<file path="config.mk">
export PLATFORM = sky130hd
export DESIGN_NAME = stream_xbar
export DESIGN_NICKNAME = d
export VERILOG_FILES = /design/src/rtl/stream_xbar.sv
export SDC_FILE = /design/constraint.sdc
export NUM_CORES = 1
export LEC_CHECK = 0
export CAP_MARGIN = 20
export CORE_MARGIN = 2
export CORE_UTILIZATION = 40
export DETAILED_ROUTE_END_ITERATION = 10
export MAX_ROUTING_LAYER = met4
export PLACE_DENSITY = 0.66
export SLEW_MARGIN = 15
export SYNTH_ARGS = -nofsm -noshare
export SYNTH_HDL_FRONTEND = slang
export SYNTH_SLANG_ARGS = --single-unit
</file>
<file path="constraint.sdc">
create_clock -name clk -period 3.8 [get_ports clk]
set_clock_uncertainty 0.15 [all_clocks]
set_input_delay 0.76 -clock clk [delete_from_list [all_inputs] [get_ports clk]]
set_output_delay 0.76 -clock clk [all_outputs]
set_load 0.03 [all_outputs]
</file>
<file path="src/rtl/stream_xbar.sv">
// stream_xbar: packet-locking stream crossbar. Each sink port has its own
// round-robin arbiter that holds its grant for a whole packet, and a
// registered output slice that sustains one beat per cycle.
module stream_xbar #(
    parameter int T_DATA_WIDTH = 8,
    parameter int S_DATA_COUNT = 4,
    parameter int M_DATA_COUNT = 3,
    parameter int T_ID___WIDTH = $clog2(S_DATA_COUNT),
    parameter int T_DEST_WIDTH = $clog2(M_DATA_COUNT)
) (
    input  logic                                 clk,
    input  logic                                 rst,
    input  logic [T_DATA_WIDTH*S_DATA_COUNT-1:0] s_data_i,
    input  logic [T_DEST_WIDTH*S_DATA_COUNT-1:0] s_dest_i,
    input  logic [S_DATA_COUNT-1:0]              s_last_i,
    input  logic [S_DATA_COUNT-1:0]              s_valid_i,
    output logic [S_DATA_COUNT-1:0]              s_ready_o,
    output logic [T_DATA_WIDTH*M_DATA_COUNT-1:0] m_data_o,
    output logic [T_ID___WIDTH*M_DATA_COUNT-1:0] m_id_o,
    output logic [M_DATA_COUNT-1:0]              m_last_o,
    output logic [M_DATA_COUNT-1:0]              m_valid_o,
    input  logic [M_DATA_COUNT-1:0]              m_ready_i
);
    localparam int DW = T_DATA_WIDTH;
    localparam int S  = S_DATA_COUNT;
    localparam int M  = M_DATA_COUNT;
    localparam int IW = T_ID___WIDTH;
    localparam int TW = T_DEST_WIDTH;

    typedef enum logic {ST_IDLE = 1'b0, ST_BUSY = 1'b1} state_t;

    state_t          state_q [M];
    state_t          state_d [M];
    logic [IW-1:0]   ptr_q   [M];
    logic [IW-1:0]   ptr_d   [M];
    logic [IW-1:0]   gnt_q   [M];
    logic [IW-1:0]   gnt_d   [M];
    logic [DW-1:0]   data_q  [M];
    logic [DW-1:0]   data_d  [M];
    logic [IW-1:0]   id_q    [M];
    logic [IW-1:0]   id_d    [M];
    logic [M-1:0]    last_q, last_d;
    logic [M-1:0]    valid_q, valid_d;
    logic [S-1:0]    grant_rdy;
    logic [S-1:0]    drop;

    // A source aimed at a non-existent sink is drained so it cannot stall.
    always_comb begin
        for (int i = 0; i < S; i++) begin
            drop[i] = !rst && (int'(s_dest_i[i*TW +: TW]) >= M);
        end
    end

    // Per-output arbitration, packet lock and output slice next-state.
    always_comb begin
        int     idx;
        int     g;
        logic   can_load;
        logic   load;
        logic   found;
        grant_rdy = '0;
        last_d    = last_q;
        valid_d   = valid_q;
        for (int k = 0; k < M; k++) begin
            state_d[k] = state_q[k];
            ptr_d[k]   = ptr_q[k];
            gnt_d[k]   = gnt_q[k];
            data_d[k]  = data_q[k];
            id_d[k]    = id_q[k];
            can_load   = !valid_q[k] || m_ready_i[k];
            load       = 1'b0;
            found      = 1'b0;
            idx        = 0;
            g          = int'(gnt_q[k]);
            case (state_q[k])
                ST_IDLE: begin
                    // Scan upward from the pointer; the first hit wins.
                    for (int j = 0; j < S; j++) begin
                        idx = int'(ptr_q[k]) + j;
                        if (idx >= S) begin
                            idx = idx - S;
                        end
                        if (!found && s_valid_i[idx] && (int'(s_dest_i[idx*TW +: TW]) == k)) begin
                            found    = 1'b1;
                            gnt_d[k] = IW'(idx);
                        end
                    end
                    if (found) begin
                        state_d[k] = ST_BUSY;
                    end
                end
                ST_BUSY: begin
                    grant_rdy[g] = grant_rdy[g] | can_load;
                    if (can_load && s_valid_i[g]) begin
                        load      = 1'b1;
                        data_d[k] = s_data_i[g*DW +: DW];
                        id_d[k]   = gnt_q[k];
                        last_d[k] = s_last_i[g];
                        if (s_last_i[g]) begin
                            state_d[k] = ST_IDLE;
                            ptr_d[k]   = (g == S - 1) ? '0 : IW'(g + 1);
                        end
                    end
                end
                default: state_d[k] = ST_IDLE;
            endcase
            if (load) begin
                valid_d[k] = 1'b1;
            end else if (m_ready_i[k]) begin
                valid_d[k] = 1'b0;
            end
        end
    end

    // Arbiter state and output slice registers.
    always_ff @(posedge clk) begin
        if (rst) begin
            for (int k = 0; k < M; k++) begin
                state_q[k] <= ST_IDLE;
                ptr_q[k]   <= '0;
                gnt_q[k]   <= '0;
                data_q[k]  <= '0;
                id_q[k]    <= '0;
            end
            last_q  <= '0;
            valid_q <= '0;
        end else begin
            for (int k = 0; k < M; k++) begin
                state_q[k] <= state_d[k];
                ptr_q[k]   <= ptr_d[k];
                gnt_q[k]   <= gnt_d[k];
                data_q[k]  <= data_d[k];
                id_q[k]    <= id_d[k];
            end
            last_q  <= last_d;
            valid_q <= valid_d;
        end
    end

    for (genvar k = 0; k < M; k++) begin : g_out
        assign m_data_o[k*DW +: DW] = data_q[k];
        assign m_id_o[k*IW +: IW]   = id_q[k];
    end

    assign m_last_o  = last_q;
    assign m_valid_o = valid_q;
    assign s_ready_o = (grant_rdy & {S{!rst}}) | drop;

endmodule

</file>
Yosys cells after proc, flatten, opt, wreduce, memory -nomap -nowiden
Memory sizes are Yosys's and may differ from the RTL's. Cells that the tools add are included.

Input port bits: 53. Register bits after elaboration: 6. Output and inout bits: 40. Memory bits (writable): 45. Memories: 5.

$lt $le $gt $ge: 34. Shift operators: 15. $add $sub $neg: 24. Muxes and demuxes: 194. Equality and inequality tests: 11. Bitwise gates (word level): 24. Reduce and logical (&&, ||, !) cells: 57.

Memories: data_q (words 3, bits a word 8, read ports 3, clocked after Yosys merged registers in 0, write ports 3, line 38) `logic [DW-1:0] data_q [M];`; gnt_q (words 3, bits a word 2, read ports 3, clocked after Yosys merged registers in 0, write ports 3, line 36) `logic [IW-1:0] gnt_q [M];`; id_q (words 3, bits a word 2, read ports 3, clocked after Yosys merged registers in 0, write ports 3, line 40) `logic [IW-1:0] id_q [M];`; ptr_q (words 3, bits a word 2, read ports 3, clocked after Yosys merged registers in 0, write ports 3, line 34) `logic [IW-1:0] ptr_q [M];`; state_q (words 3, bits a word 1, read ports 3, clocked after Yosys merged registers in 0, write ports 3, line 32) `state_t state_q [M];`.

Operator list (number): $mux W32 (24); $lt A32 B4 Y1 const B (12); $shiftx A8 B32 Y2 (12); $shiftx A32 B6 Y8 (3); $mux W1 (87); $mux W2 (42); $mux W8 (9); $bmux W1 S2 (21); $sub A3 B3 Y4 const B (9); $logic_and A1 B1 Y1 (31); $ge A3 B3 Y1 const B (9); $add A2 B2 Y3 const B (6); $or A1 B1 Y1 (18); $eq A2 B2 Y1 const B (8); $logic_not A1 Y1 (13); $mux W4 (3); $sub A2 B3 Y4 const B (3); $add A2 B1 Y3 const B (3); $ge A2 B3 Y1 const B (3); $lt A2 B3 Y1 const B (3); $and A4 B4 Y4 (2); $bwmux W4 (2); $ge A2 B2 Y1 const B (4); $logic_not A2 Y1 (4); other kinds (10) (28).

Logic depth before layout (Yosys ltp)
Gate-level depths: netlist (run 1). An unclocked memory read counts as a cell.

Word-level depth: 28. Gate-level depth with buffers: 10. Depth with buffers taken out: 8.

Worst setup path before layout (run 1)
No wires, ideal clock.

Kind: register to output. Start point: memory gnt_q[0][0] (netlist bit). End point: output s_ready_o[1]. Slack: 94 ps. Arrival: 2796 ps. Stages on the path, launching flop included: 10. Required time: 2890 ps. Cells stage by stage: dfxtp_1 buf_1 inv_1 ha_1 mux4_2 a31oi_1 nand3_1 a21o_1 nor3b_1 a211oi_1.

RTL lines: from (decl) (line 36); to (decl) (line 17) `output logic [S_DATA_COUNT-1:0] s_ready_o,`.

Final worst setup path (run 1)
Start point: input m_ready_i[0]. End point: output s_ready_o[1].

Word-level cells in the longest chain between the ends: 16.

RTL lines: from (decl) (line 22) `input logic [M_DATA_COUNT-1:0] m_ready_i`; $logic_or A1 B1 Y1 (*) (line 70) `can_load = !valid_q[k] || m_ready_i[k];`; $or A1 B1 Y1 (*) (line 93) `grant_rdy[g] = grant_rdy[g] | can_load;`; $and A4 B4 Y4 (no line) (*); $mux W4 (*) (line 75) `case (state_q[k])`; $bmux W1 S2 (line 93); $mux W1 (implied by the code) (line 93); $or A1 B1 Y1 (line 93); $bwmux W4 (line 93); $mux W4 (*) (line 75); $bmux W1 S2 (line 93); $mux W1 (implied by the code) (line 93); $or A1 B1 Y1 (line 93); $bwmux W4 (line 93); $mux W4 (*) (line 75); $and A4 B4 Y4 (*) (line 147) `assign s_ready_o = (grant_rdy & {S{!rst}}) | drop;`; $or A4 B4 Y4 (*) (line 147).

Mark *: on every way between the ends. The rest lies on a longest branch, timed or not. The select of a mux whose other input is x is not followed.

==> run metrics, run 1 <==
Hold Crit Class=reg -> reg; initial antenna violation count=0; Routability Congestion=0.896; fmax=274 MHz; total die area=10800 um^2; starting utilization of the core area=41.0%; largest area contributor in the synthesized netlist=dfxtp_1; final count of negative-setup-slack endpoints=0; DRC=0; peak fanout along the critical path=6; number of synthesized flops with an enable pin=0; number of buffer cells added on primary ports=about 90; maximum ir drop on the vdd rail=0.181 mV; cell types with the highest counts after synthesis=dfxtp_1 (51), nor2_1 (44), mux4_2 (33); Critical Path AT=2.74 ns; sequential element share of the synthesized area=25.5%; global-route wire length before repair=between 15000 and 20000 um; crit path launch type=primary input; number of vias per cell after detailed routing=5.71; Final Net Count=579; sinks on the clock net=51; mapped cell area=4010 um^2; Post-synth top flop=dfxtp_1; number of hold-slack violations in the final timing report=0; maximum buffer depth of the clock tree=2; run status=finished clean; Max stage delay cell, worst path=clkdlybuf4s50_1; cell-by-cell listing of the critical path=clkdlybuf4s50_1 -> nand2b_1 -> a311oi_1 -> a311oi_1 -> a21o_1 -> nor3b_1 -> a211oi_2 -> buf_4; share of Yosys cell area claimed by the top area cell type=25.5%; WL final=approximately 11000 um; number of antenna-violating nets in the routed design=0; number of max-cap violations=0; Netlist cell types=between 60 and 70; TritonCTS buffer count=5; minimum clock period=3.65 ns; Static Leakage=2.04 nW; via count of the first global-routing pass=3611; power per unit of standard cell area=355 nW/um^2; setup repair after global routing missed its margin=false; Worst R2R Setup Slack=about 1.1 ns; worst setup path class=in -> out; fin. max-slew vios=0; GRT overflow=0; horizontal die dimension=104 um; largest net degree at the start of global routing=28; DRT Pass-1 Iters=4; Mapped Avg Cell Area=around 10 um^2; fill count=between 800 and 900; slew at the pin closest to its max-slew limit=0.691 ns; Final period util=a little over nine tenths; # H-tree levels=2; post-detail-place hpwl=8520 um; Yosys warning total=0; most frequently used cell type in the post-synthesis netlist=dfxtp_1; share of final-layout standard cells stronger than drive strength 1=14.9%; io pins=93; synthesized instance count=413; latest clock arrival within the worst-skew pair=0.29 ns; Worst Setup Slack post-DPL=0.115 ns; total via count after detailed routing=3629; worst hold slack=0.310 ns; stage delay of the slowest cell on the critical path=0.39 ns; core region area=9770 um^2; total nets after synthesis=491; final core occ=53.1%; Clk pin slew, worst setup/hold paths=0.08 ns; crit-path most repeated cell=a311oi_1; CTS Root Cell=clkbuf_8; DRC marker count from the first detailed-route iteration=170; cells taking the most area after synthesis=dfxtp_1 (25%), mux4_2 (19%), ha_1 (7.8%); Area Growth Syn to Fin=29.3%; die height=104 um; synthesis-stage register bit count=51; clock tree from TritonCTS=built; worst path required time=a little under 3 ns; category of the worst setup path capture point=primary output; async set or reset register ratio after synthesis=0%; GRT Overall Usage=21.0%; Inserted Diodes=0; wire length per cell after detailed routing=17.3 um; # hold bufs at CTS=0; worst path setup slack after routing=0.155 ns; final setup TNS=0 ns; worst slew slack as a fraction of its limit=53.9%; # rows=36
## power breakdown
group	internal (mW)	total, mW	switching, mW
sequential	0.596	0.684	0.0878
combinational	0.424	0.859	0.435
clock	0.130	0.297	0.168
## worst max-delay path, delay by kind of cell
family	cells	cell delay, ns
AOI/OAI and AO/OA	4	0.82
buffers and inverters	2	0.59
and+or+nand+nor	2	0.57
## per-layer routing
metal / up-vias / GRT usage (%) / part of all wire, %
li1: 1746 / - / -
met1: 1793 / 26.1 / 44
met2: 82 / 36.1 / 50
met3: 8 / 3.88 / 4.5
met4: 0 / 3.57 / 0.95
met5: - / - / 0
## cell usage in the layout, fill, tap and decap left out, types with 4 or more instances in the layout
master	Yosys	layout
buf_4	1	17
o21ai_0	6	6
clkdlybuf4s50_1	0	87
clkbuf_8	0	5
o311a_1	5	5
mux4_2	33	33
dfxtp_1	51	49
o211ai_1	6	6
nand2b_1	6	6
nand3_1	9	9
nor3_1	5	5
nor2_1	44	44
nand2_1	29	29
mux2_2	6	6
and2_1	4	4
a21oi_1	29	29
ha_1	25	25
or3_1	4	4
nand4_1	4	4
and3b_1	7	7
inv_1	16	16
nor3b_1	8	8
mux2i_1	28	28
a211oi_1	6	4
## path summary, 6_finish.rpt
| kind | start | end | depth (start not counted) |
|---|---|---|---|
| worst max register to register | ptr_q[0][0]$_SDFFE_PP0P_ | gnt_q[0][0]$_SDFFE_PP0P_ | 8 |
| worst min register to register | m_last_o[1]$_SDFFE_PP0P_ | m_last_o[1]$_SDFFE_PP0P_ | 2 |
| worst min-delay path | m_last_o[1]$_SDFFE_PP0P_ | m_last_o[1]$_SDFFE_PP0P_ | 2 |
| worst max-delay path | m_ready_i[0] | s_ready_o[1] | 8 |
## cell families after synthesis
logic type      synth area share [%]
flops                           25.5
buf+inv                         4.15
fa+ha+maj                       7.80
simple gates                    19.8
compound gates                  14.7
mux                             28.1
## per-stage QoR
stage	total power [mW]	cell area, um^2	cells
after floorplan	1.25	4010	413
after global placement	1.53	5080	627
after detailed placement	1.54	5080	627
after CTS	1.84	5160	635
after global routing	1.95	5190	635
final	1.84	5190	635
## final cells by class
class | count | area [um^2] | share of cell area, %
Sequential cell | 51 | 1020 | 19.7
Inverter | 17 | 63.8 | 1.23
Clock buffer | 7 | 76.3 | 1.47
Timing Repair Buffer | 105 | 1000 | 19.3
Tap cell | 133 | 166 | 3.21
Clock inverter | 1 | 5.00 | 0.0965
Multi-Input combinational cell | 321 | 2850 | 54.9
## what timing repair did
action | 4_1_cts | 5_1_grt
endpoints found under the setup margin | 0 | 4
resized for setup | 0 | 6
setup buffers | 0 | 0
## registers in the layout (all words and copies together), names as in the netlist
name and flops:
id_q 6, m_valid_o 3, data_q 24, m_last_o 3
ptr_q 6, state_q 3, gnt_q 6
Power figures use the tool's default switching activity.
==> run 2, diff against run 1 <==
CORE_MARGIN = 3   (was 2)
CORE_UTILIZATION = 35   (was 40)
PLACE_DENSITY = 0.59   (was 0.66)
==> run metrics, run 2 (synthesis gave the netlist of run 1 again) <==
maximum ir drop on the vdd rail=0.196 mV; final count of negative-setup-slack endpoints=0; gate family responsible for the most delay along the worst path=compound AO/OA/AOI/OAI gates; final setup TNS=0 ns; Hold Crit Class=reg -> reg; sinks on the clock net=51; overall power=1.99 mW; Final Net Count=578; DRC marker count from the first detailed-route iteration=167; number of antenna-violating nets in the routed design=0; most common cell after layout, fill and taps aside=clkdlybuf4s50_1; Clk pin slew, worst setup/hold paths=0.06 ns; total die area=12800 um^2; Static Leakage=2.07 nW; cell-by-cell listing of the critical path=clkdlybuf4s50_1 -> nand2b_1 -> a311oi_1 -> a311oi_1 -> a21o_1 -> a211oi_1 -> a211oi_1 -> buf_4; initial antenna violation count=1; placed instance count=633; via count of the first global-routing pass=about 3.7k; core region area=11000 um^2; fill count=1080; Routability Congestion=around 0.87; minimum clock period=about 3.7 ns; final instance area=5250 um^2; Area Growth Syn to Fin=30.9%; die height=113 um; # rows=38; starting utilization of the core area=36.4%; WL final=11700 um; most frequent cells in the layout=clkdlybuf4s50_1 (87), dfxtp_1 (49), nor2_1 (44); Worst Setup Slack post-DPL=approximately 0.14 ns; total via count after detailed routing=3630; source of the critical timing path=m_ready_i[0]; DRT Pass-1 Iters=4; setup repair after global routing missed its margin=false; worst hold slack=approximately 0.33 ns; number of buffers and inverters on the critical path=2; fmax=271 MHz; clock tree from TritonCTS=built; Critical Path AT=2.78 ns; Final period util=between 90% and 100%; post-detailed-placement cell area=5080 um^2; run status=finished clean; horizontal die dimension=113 um; largest net degree at the start of global routing=44; Largest register FFs=24; CTS Root Cell=clkbuf_16; io pins=93; latest clock arrival within the worst-skew pair=0.29 ns; fin. max-slew vios=0; maximum buffer depth of the clock tree=2; stage delay of the slowest cell on the critical path=between 0.4 and 0.5 ns; post-detail-place hpwl=8920 um; register with the highest flop count=data_q; worst path setup slack after routing=0.105 ns; number of vias per cell after detailed routing=5.65; final core occ=47.6%; GRT overflow=0; number of max-cap violations=0; slew at the pin closest to its max-slew limit=0.513 ns; TritonCTS buffer count=5; Finished Layout Cells=642; worst path required time=2.89 ns; beginning of the worst hold path=m_last_o[2]$_SDFFE_PP0P_; buffers inserted by post-CTS timing repair=0; power per unit of standard cell area=379 nW/um^2; # hold bufs at CTS=0; category of the worst setup path capture point=primary output; worst slew slack as a fraction of its limit=65.6%; share of final-layout standard cells stronger than drive strength 1=15.0%; Post-CTS Resized=2; number of buffer cells added on primary ports=92; launch point of the worst reg-to-reg path=ptr_q[0][4]$_SDFFE_PP0P_; Max stage delay cell, worst path=clkdlybuf4s50_1; # H-tree levels=2; number of hold-slack violations in the final timing report=0; wire length per cell after detailed routing=18.3 um; peak fanout along the critical path=6; worst setup path class=in -> out; DRC=0; crit path launch type=primary input; GRT Overall Usage=about a fifth; global-route wire length before repair=19000 um
==> run 2: final timing paths <==
| check | cells after the start | slack, ns | to |
|---|---|---|---|
| max | 8 | 0.11 | s_ready_o[0] |
| min | 2 | 0.33 | m_last_o[2]$_SDFFE_PP0P_ |
| min reg2reg | 2 | 0.33 | m_last_o[2]$_SDFFE_PP0P_ |
| max reg2reg | 7 | 1.16 | gnt_q[0][4]$_SDFFE_PP0P_ |
==> run 2: where the power goes <==
| part | switching [mW] | internal (mW) | leakage, nW | total [mW] |
|---|---|---|---|---|
| sequential | 0.0878 | 0.597 | 0.416 | 0.685 |
| clock | 0.199 | 0.244 | 0.0669 | 0.443 |
| combinational | 0.438 | 0.425 | 1.58 | 0.863 |
==> run 2: routing by layer <==
metal	routed length, um	share of wire, %	vias to the layer above	global-route usage, %
met1	5240	45	1790	23.7
met5	0	0	-	-
met3	435	3.7	18	2.41
met4	188	1.6	0	4.25
li1	-	-	1749	-
met2	5860	50	73	32.0
==> run 2: worst reg2reg max path: stages (launching register included) <==
cell      delay [ns]
dfxtp_1         0.60
inv_1           0.20
ha_1            0.44
mux4_1          0.57
nand2_1         0.14
nor3_1          0.06
a222oi_1        0.25
a21oi_1         0.11
==> run 2: cell type report <==
class / instances / area (um^2) / area share, %
Sequential cell: 51 / 1020 / 19.5
Clock buffer: 6 / 129 / 2.45
Multi-Input combinational cell: 321 / 2850 / 54.3
Clock inverter: 2 / 12.5 / 0.238
Timing Repair Buffer: 104 / 996 / 19.0
Tap cell: 140 / 175 / 3.34
Antenna cell: 1 / 2.50 / 0.0477
Inverter: 17 / 63.8 / 1.22
==> run 3, diff against run 2 <==
SLEW_MARGIN = 40   (was 15)
==> results of run 3 <==
Same layout as run 2: the final DEF is identical, and so are final timing and power.
